## src/rtl/uart_rx_fifo.sv

```systemverilog
// UART receiver (5..8 data bits, 1 stop) feeding a first-word-fall-through FIFO; byte visible one clk after stop sample.
// No backpressure: a byte arriving at a full FIFO without a same-cycle pop is dropped and flagged as overrun.
module uart_rx_fifo #(
    parameter int FIFO_DEPTH = 4,
    parameter int CNT_W      = 3
) (
    input  logic             clk,
    input  logic             rst,
    input  logic [11:0]      UBRR,
    input  logic [3:0]       UCSZ,
    input  logic             rx_en,
    input  logic             rx,
    input  logic             rd_en,
    input  logic             err_clr,
    output logic [7:0]       rx_data,
    output logic             rx_valid,
    output logic [CNT_W-1:0] fifo_count,
    output logic             frame_err,
    output logic             overrun
);
    localparam int PTR_W = (FIFO_DEPTH > 1) ? $clog2(FIFO_DEPTH) : 1;

    typedef enum logic [1:0] {IDLE, START, DATA, STOP} state_t;

    state_t             state_q, state_d;
    logic               rx_m_q, rx_s_q;
    logic [11:0]        cnt_q, cnt_d;
    logic [2:0]         bit_idx_q, bit_idx_d;
    logic [7:0]         sh_q, sh_d;
    logic [7:0]         mem_q [FIFO_DEPTH];
    logic [7:0]         mem_d [FIFO_DEPTH];
    logic [PTR_W-1:0]   wr_ptr_q, wr_ptr_d, rd_ptr_q, rd_ptr_d;
    logic [CNT_W-1:0]   count_q, count_d;
    logic               frame_err_q, frame_err_d, overrun_q, overrun_d;

    logic [11:0]        n_eff;
    logic [2:0]         last_idx;
    logic [7:0]         rx_byte;
    logic               cnt_zero, push, ferr_set, pop, full, push_ok, ovr_set;

    assign n_eff    = (UBRR < 12'd4) ? 12'd4 : UBRR;
    assign cnt_zero = (cnt_q == 12'd0);

    always_comb begin
        last_idx = 3'd7;
        case (UCSZ)
            4'd5:    last_idx = 3'd4;
            4'd6:    last_idx = 3'd5;
            4'd7:    last_idx = 3'd6;
            default: last_idx = 3'd7;
        endcase
    end

    // Bits enter at sh[7], so a short frame sits in the top bits and is realigned here.
    assign rx_byte = sh_q >> (3'd7 - last_idx);

    always_ff @(posedge clk) begin
        if (rst) begin
            rx_m_q      <= 1'b1;
            rx_s_q      <= 1'b1;
            state_q     <= IDLE;
            cnt_q       <= '0;
            bit_idx_q   <= '0;
            sh_q        <= '0;
            wr_ptr_q    <= '0;
            rd_ptr_q    <= '0;
            count_q     <= '0;
            frame_err_q <= 1'b0;
            overrun_q   <= 1'b0;
            for (int i = 0; i < FIFO_DEPTH; i++) mem_q[i] <= '0;
        end else begin
            rx_m_q      <= rx;
            rx_s_q      <= rx_m_q;
            state_q     <= state_d;
            cnt_q       <= cnt_d;
            bit_idx_q   <= bit_idx_d;
            sh_q        <= sh_d;
            wr_ptr_q    <= wr_ptr_d;
            rd_ptr_q    <= rd_ptr_d;
            count_q     <= count_d;
            frame_err_q <= frame_err_d;
            overrun_q   <= overrun_d;
            for (int i = 0; i < FIFO_DEPTH; i++) mem_q[i] <= mem_d[i];
        end
    end

    always_comb begin
        state_d   = state_q;
        cnt_d     = cnt_q;
        bit_idx_d = bit_idx_q;
        sh_d      = sh_q;
        if (state_q != IDLE && !rx_en) begin
            state_d = IDLE;
        end else begin
            case (state_q)
                IDLE: if (rx_en && !rx_s_q) begin
                    state_d = START;
                    cnt_d   = (n_eff >> 1) - 12'd1;
                end
                START: begin
                    if (!cnt_zero) cnt_d = cnt_q - 12'd1;
                    else if (!rx_s_q) begin
                        state_d   = DATA;
                        cnt_d     = n_eff - 12'd1;
                        bit_idx_d = 3'd0;
                    end else state_d = IDLE;
                end
                DATA: begin
                    if (!cnt_zero) cnt_d = cnt_q - 12'd1;
                    else begin
                        sh_d      = {rx_s_q, sh_q[7:1]};
                        cnt_d     = n_eff - 12'd1;
                        bit_idx_d = bit_idx_q + 3'd1;
                        if (bit_idx_q == last_idx) state_d = STOP;
                    end
                end
                STOP: begin
                    if (!cnt_zero) cnt_d = cnt_q - 12'd1;
                    else state_d = IDLE;
                end
                default: state_d = IDLE;
            endcase
        end
    end

    always_comb begin
        push     = 1'b0;
        ferr_set = 1'b0;
        if (rx_en && state_q == STOP && cnt_zero) begin
            push     = rx_s_q;
            ferr_set = !rx_s_q;
        end
    end

    assign full    = (count_q == CNT_W'(FIFO_DEPTH));
    assign pop     = rd_en && (count_q != '0);
    assign push_ok = push && (!full || pop);
    assign ovr_set = push && full && !pop;

    always_comb begin
        for (int i = 0; i < FIFO_DEPTH; i++) mem_d[i] = mem_q[i];
        wr_ptr_d = wr_ptr_q;
        rd_ptr_d = rd_ptr_q;
        count_d  = count_q;
        if (push_ok) begin
            mem_d[wr_ptr_q] = rx_byte;
            wr_ptr_d        = wr_ptr_q + PTR_W'(1);
        end
        if (pop) rd_ptr_d = rd_ptr_q + PTR_W'(1);
        case ({push_ok, pop})
            2'b10:   count_d = count_q + CNT_W'(1);
            2'b01:   count_d = count_q - CNT_W'(1);
            default: count_d = count_q;
        endcase
        // A new error in the same cycle as err_clr keeps its flag set.
        frame_err_d = (frame_err_q && !err_clr) || ferr_set;
        overrun_d   = (overrun_q && !err_clr) || ovr_set;
    end

    assign rx_valid   = (count_q != '0);
    assign rx_data    = rx_valid ? mem_q[rd_ptr_q] : 8'd0;
    assign fifo_count = count_q;
    assign frame_err  = frame_err_q;
    assign overrun    = overrun_q;
endmodule

```

## config.mk

```make
export PLATFORM = sky130hd
export DESIGN_NAME = uart_rx_fifo
export DESIGN_NICKNAME = d
export VERILOG_FILES = /design/src/rtl/uart_rx_fifo.sv
export SDC_FILE = /design/constraint.sdc
export NUM_CORES = 1
export LEC_CHECK = 0
export CORE_MARGIN = 5
export CORE_UTILIZATION = 63
export CTS_CLUSTER_DIAMETER = 30
export DETAILED_ROUTE_END_ITERATION = 6
export PLACE_DENSITY = 0.86
export SYNTH_ARGS = -nofsm -noshare
export SYNTH_HDL_FRONTEND = slang
export SYNTH_SLANG_ARGS = --single-unit
```

## constraint.sdc

```tcl
create_clock -name clk -period 7.6 [get_ports clk]
set_clock_uncertainty 0.1 [all_clocks]
set_input_delay 1.14 -clock clk [delete_from_list [all_inputs] [get_ports clk]]
set_output_delay 1.14 -clock clk [all_outputs]
set_load 0.1 [all_outputs]
```

Word-level counts from Yosys, hierarchy flattened

Memory sizes are Yosys's and may differ from the RTL's. A register that Yosys moved wholly into a read port is not among the register bits.
Cells that the tools add are included.

Memories kept: 1
Bits of input ports: 22
Bits in writable memories: 32
Memory bits (read-only): 0
Latch bits: 0
Output and inout port bits: 14
Bits in registers: 36

Memory list:

| name  | depth | bits a word | read ports | clocked after Yosys merged registers in | wr ports | line | text |
|---|---|---|---|---|---|---|---|
| mem_q | 4     | 8           | 5          | 1                                       | 4        | 30   | `logic [7:0] mem_q [FIFO_DEPTH];` |

Muxes and demuxes: 36
Add/sub/neg operators: 9
$mul: 0
Bitwise gates (word level): 6
Eq/ne operators: 18
Reductions and logical operators: 30
Shift-type cells: 1
Div/mod/pow operators: 0
Order comparisons: 3

Operators by type and width:

| kind                                                | count |
|---|---|
| two-way mux 12 bit                                  | 6 |
| two-way mux 8 bit                                   | 6 |
| one-hot mux 12 bit (4 select lines)                 | 1 |
| bitwise mux 32 bit                                  | 1 |
| two-way mux 32 bit                                  | 1 |
| subtractor 12 x 1 -> 12 bit, second input constant  | 2 |
| demux 8 bit (select 2 bit)                          | 1 |
| two-way mux 2 bit                                   | 8 |
| != test 2 bit, second input constant                | 7 |
| equality test 4 x 3 -> 1 bit, second input constant | 3 |
| zero test 12 bit                                    | 1 |
| < comparator 12 x 3 -> 1 bit, second input constant | 1 |
| one-hot mux 3 bit (2 select lines)                  | 2 |
| subtractor 11 x 1 -> 12 bit, second input constant  | 1 |
| logical AND 1 bit                                   | 11 |
| AND reduction 5 bit                                 | 2 |
| two-way mux 3 bit                                   | 3 |
| one-hot mux 2 bit (4 select lines)                  | 1 |
| >> shifter 8 x 3 -> 8 bit                           | 1 |
| adder 3 x 1 -> 3 bit, second input constant         | 2 |
| equality test 2 bit, second input constant          | 3 |
| one-hot mux 2 bit (3 select lines)                  | 1 |
| nonzero test 2 bit                                  | 3 |
| zero test 1 bit                                     | 5 |
| 19 further kinds                                    | 30 |

Logic depth before layout (Yosys ltp)

Depth after elaboration: 8
Gate-level depth with buffers: 13

Least setup slack after synthesis

Ideal clock, no wire load.

Kind: register to output
Start point: register count_q[0], in the netlist fifo_count[0]
End point: output port rx_data[0]
Setup slack: 3.318 ns
Path buffers: 1
Data arrival time: 3.042 ns
Stages on the path, launching flop included: 4
Cells stage by stage: dfxtp_1 -> or3_1 -> clkbuf_1 -> and2_1

Cells in the longest elaborated chain, start to end: 2

Ends and longest elaborated chain:

| item                     | line | text |
|---|---|---|
| start: declaration       | 33   | `logic [CNT_W-1:0] count_q, count_d;` |
| start signal: assignment | 80   | `count_q <= count_d;` |
| nonzero test 3 bit       | 160  | `assign rx_valid = (count_q != '0);` |
| via rx_valid             | 16   | `output logic rx_valid,` |
| two-way mux 8 bit        | 161  | `assign rx_data = rx_valid ? mem_q[rd_ptr_q] : 8'd0;` |
| end: declaration         | 15   | `output logic [7:0] rx_data,` |

The timed path passes the listed nets, and every way through them passes these cells.

Final worst setup path

Start point: input port UBRR[6]
End point: register cnt_q[10]

Cells in the longest elaborated chain, start to end: 6
Elaborated cells on any way between the ends: 9
Those cells by class: 2 x add/sub; 1 x order compare; 6 x mux

Ends and longest elaborated chain:

| item                                  | line     | text |
|---|---|---|
| start: declaration                    | 9        | `input logic [11:0] UBRR,` |
| < comparator 12 x 3 -> 1 bit          | 41       | `assign n_eff = (UBRR < 12'd4) ? 12'd4 : UBRR;` |
| two-way mux 12 bit *                  | 41       |  |
| subtractor 12 x 1 -> 12 bit           | 104, 112 |  |
| two-way mux 12 bit                    | 102      | `else if (!rx_s_q) begin` |
| two-way mux 12 bit                    | 101      | `if (!cnt_zero) cnt_d = cnt_q - 12'd1;` |
| one-hot mux 12 bit (4 select lines) * | 95       | `case (state_q)` |
| end signal: assignment                | 75       | `cnt_q <= cnt_d;` |
| end: declaration                      | 27       | `logic [11:0] cnt_q, cnt_d;` |

Every way passes the cells marked *; elsewhere a longest branch is shown, timed or not. The select of a mux whose other input is x is not followed.
A chain may end at the register's enable or synchronous reset.

==> impl_results.md <==
- Status: finished clean
- Count of flip-flops with a built-in enable after synthesis: 0
- Quantity of hold-fixing buffers added after cts: 0
- Layout Nets: roughly 540
- Post-route fraction of the period consumed by the critical path: 61.0%
- Slew at the pin closest to its max-slew limit: approximately 1.0 ns
- Final global-route overflow total: 0
- Detailed-route wire length: about 10000 um
- Die Footprint: approximately 8500 sq um
- Critical path launch point type: input port
- Overall die width: about 92 um
- R2r startpoint: cnt_q[0]
- Clock buffers created by TritonCTS: 9
- Netlist area before placement: around 4300 sq um
- Via density per instance: 6.25
- Syn nets: around 520
- Initial DRT Pass Iterations: 4
- Latest clock arrival within the worst-skew pair: approximately 0.35 ns
- Required time at the endpoint of the critical path: just under 8 ns
- Number of antenna violations at the first check in global routing: 0
- Number of max-slew violations in the final report: 0
- I/O pin count: 36
- Total placed cells including tap cells: 569
- Count of mapped cells out of synthesis: between 400 and 500
- Arr. time, crit path: 4.81 ns
- Number of warnings issued by yosys: 0
- Worst-path clk slew: 0.08 ns
- Max Cap Violations: 0
- Fraction of final layout cells with drive strength greater than 1: 7.92%
- Headroom to the max-slew limit: around a third
- Setup slack on the worst flop-to-flop path: 4.33 ns
- Clock tree from TritonCTS: done
- Share of the yosys chip area belonging to registers: between 30% and 40%
- CTS-repair resized insts: 0
- # H-tree levels: 3
- Starting density of the core: 63.7%
- Number of storage elements in the synthesis netlist: 70
- Worst vdd ir: 0.151 mV
- Via count of the first global-routing pass: around 3400
- Clock Tree Buf Depth: 2
- Most common library cell in the layout ignoring fill and taps: sky130_fd_sc_hd__nor2_1
- Count of final setup violators: 0
- Floorplan row count: 30
- Core region area: approximately 6700 sq um
- Synthesized area divided by synthesized cell count: around 8.8 sq um
- Post-Route Setup TNS: 0 ns
- IO buf count: 35
- Post-layout min period: around 4.6 ns
- Clock sink count: 70
- PwrDens: between 200 and 250 nW/um^2
- Global-route wire length before repair: 16300 um
- Routed vias: about 3700
- Antenna-violating nets left: 0
- Post-CTS repair timing setup buffer count: 0
- Summed area of non-filler cells in the final layout: slightly below 5000 sq um
- Routability cong.: ~0.85
- Max Freq: 0.216 GHz
- Number of design-rule violations left by the first detailed-router iteration: approximately 260
- HPWL Detailed: around 7000 um
- Post-layout util: 72.3%
- Number of distinct library cell variants in the gate-level netlist after synthesis: 65
- Final count of hold timing violations: 0
- Ys flop type: sky130_fd_sc_hd__dfxtp_1
- Area Overhead vs Synth: 13.6%
- Worst Hold Class: reg2reg
- CP max FO: 9
- Worst Setup Path Type: in2reg
- RSZ-0062 raised after global routing: false
- Worst Hold Launch: rx_m_q
- Number of antenna cells inserted: 0
- Worst Hold Depth: 1
- Async set or reset register ratio after synthesis: 0%
- Number of DRC violations after detailed routing: 0
- Hold-critical path endpoint: rx_s_q
- Sort of element at the end of the critical path: register
- Most used cells in the layout excluding fill and tap cells: sky130_fd_sc_hd__nor2_1 (72), sky130_fd_sc_hd__dfxtp_1 (70), sky130_fd_sc_hd__mux2i_1 (56)
- Die Ht: roughly 92 um
- Reg2Reg Capture Point: fifo_count[2]
- Avg WL per Cell: between 15 and 20 um
- Root Driver: sky130_fd_sc_hd__clkbuf_8
- Hold Slack: ~0.31 ns
- Total leakage power: 2.08 nW
- Placed cell area: between 4000 and 5000 sq um
- Non-filler cells, final: just under 600
- R2r worst-path depth: 11
- Pin count of the biggest net entering global routing: 74
- GRT Resource Usage Total: between 20% and 30%
sequential cells by signal, indices dropped and copies added, names as in the netlist, named ones only:
signal / cells
cnt_q: 12
state_q: 1
bit_idx_q: 3
rx_m_q: 1
rx_s_q: 1
fifo_count: 3
wr_ptr_q: 2
mem_q: 32
overrun: 1
rd_ptr_q: 2
frame_err: 1
sh_q: 8
metrics by stage:
stage                     power, mW  setup slack [ns]
after global placement        0.610              2.87
final                         0.983              2.96
after global routing           1.02              2.57
after floorplan               0.563              3.32
after detailed placement      0.614              2.70
after CTS                     0.981              3.05
synth_stat cells (5+ instances only):
master | count | area (sq um)
sky130_fd_sc_hd__a211oi_1 | 5 | 37.5
sky130_fd_sc_hd__a21oi_1 | 22 | 110
sky130_fd_sc_hd__a221oi_1 | 5 | 43.8
sky130_fd_sc_hd__and2_1 | 9 | 56.3
sky130_fd_sc_hd__and3_1 | 5 | 31.3
sky130_fd_sc_hd__buf_2 | 5 | 25.0
sky130_fd_sc_hd__clkbuf_1 | 23 | 86.3
sky130_fd_sc_hd__dfxtp_1 | 70 | 1400
sky130_fd_sc_hd__ha_1 | 14 | 175
sky130_fd_sc_hd__inv_1 | 18 | 67.6
sky130_fd_sc_hd__mux2i_1 | 56 | 561
sky130_fd_sc_hd__mux4_2 | 8 | 180
sky130_fd_sc_hd__nand2_1 | 24 | 90.1
sky130_fd_sc_hd__nand3_1 | 8 | 40.0
sky130_fd_sc_hd__nand3b_1 | 5 | 37.5
sky130_fd_sc_hd__nor2_1 | 72 | 270
sky130_fd_sc_hd__nor2b_1 | 8 | 50.1
sky130_fd_sc_hd__nor3_1 | 6 | 30.0
sky130_fd_sc_hd__nor4_1 | 5 | 31.3
sky130_fd_sc_hd__o21ai_0 | 9 | 45.0
sky130_fd_sc_hd__or3_1 | 8 | 50.1
sky130_fd_sc_hd__xnor2_1 | 14 | 123
sky130_fd_sc_hd__xor2_1 | 7 | 61.3
kinds of logic after synthesis:
group,after synthesis,synth area share [%]
XOR/XNOR,21,4.32
AO/OA/AOI/OAI,85,14.0
adder cells (fa/ha/maj),15,4.59
AND/OR/NAND/NOR,178,21.9
multiplexers,65,17.7
buffers and inverters,48,4.56
flip-flops,70,32.9
layer usage:
| layer | part of all wire, % | track usage [%] | wire length, um | vias to the layer above |
|---|---|---|---|---|
| li1 | - | - | - | 1769 |
| met1 | 44 | 30.9 | 4420 | 1751 |
| met2 | 49 | 38.4 | 4870 | 113 |
| met3 | 5.5 | 6.48 | 550 | 21 |
| met4 | 1.5 | 6.81 | 154 | 0 |
| met5 | 0 | 0 | 0 | - |
critical path, stage by stage:
cell and delay [ns]:
sky130_fd_sc_hd__clkdlybuf4s50_1 0.51, sky130_fd_sc_hd__nor4_1 0.78, sky130_fd_sc_hd__nand3_1 0.21, sky130_fd_sc_hd__nand2_1 0.20, sky130_fd_sc_hd__ha_1 0.24, sky130_fd_sc_hd__nor3b_1 0.84
sky130_fd_sc_hd__nand4_1 0.27, sky130_fd_sc_hd__xnor2_1 0.22, sky130_fd_sc_hd__a21boi_0 0.12, sky130_fd_sc_hd__a311oi_2 0.29
layout make-up:
cell class | instances | area, sq um
fill | 477 | 1850
tap | 80 | 100
inverter | 19 | 71.3
sequential | 70 | 1400
clock buffer | 11 | 141
timing repair buffer | 36 | 353
multi-input combinational | 364 | 2660
clock inverter | 5 | 106
power by group:
group	internal [mW]	switching, mW	total [mW]	leakage [nW]
Sequential	0.376	0.0129	0.388	0.565
Combinational	0.0828	0.141	0.224	1.40
Clock	0.228	0.143	0.371	0.120
Total	0.686	0.297	0.983	2.08
how the worst max path moves through the flow:
stage / from / endpoint / slack, ns / cells past startpoint
6_report: UBRR[6] / cnt_q[10] / 2.96 / 10
5_1_grt: UBRR[5] / cnt_q[10] / 2.57 / 10
4_1_cts: UBRR[5] / cnt_q[10] / 3.05 / 10
3_5_place_dp: UBRR[6] / cnt_q[10] / 2.70 / 10
3_3_place_gp: UBRR[6] / cnt_q[10] / 2.87 / 10
2_1_floorplan: fifo_count[0] / rx_data[0] / 3.32 / 3
(Power assumes the default switching activity.)
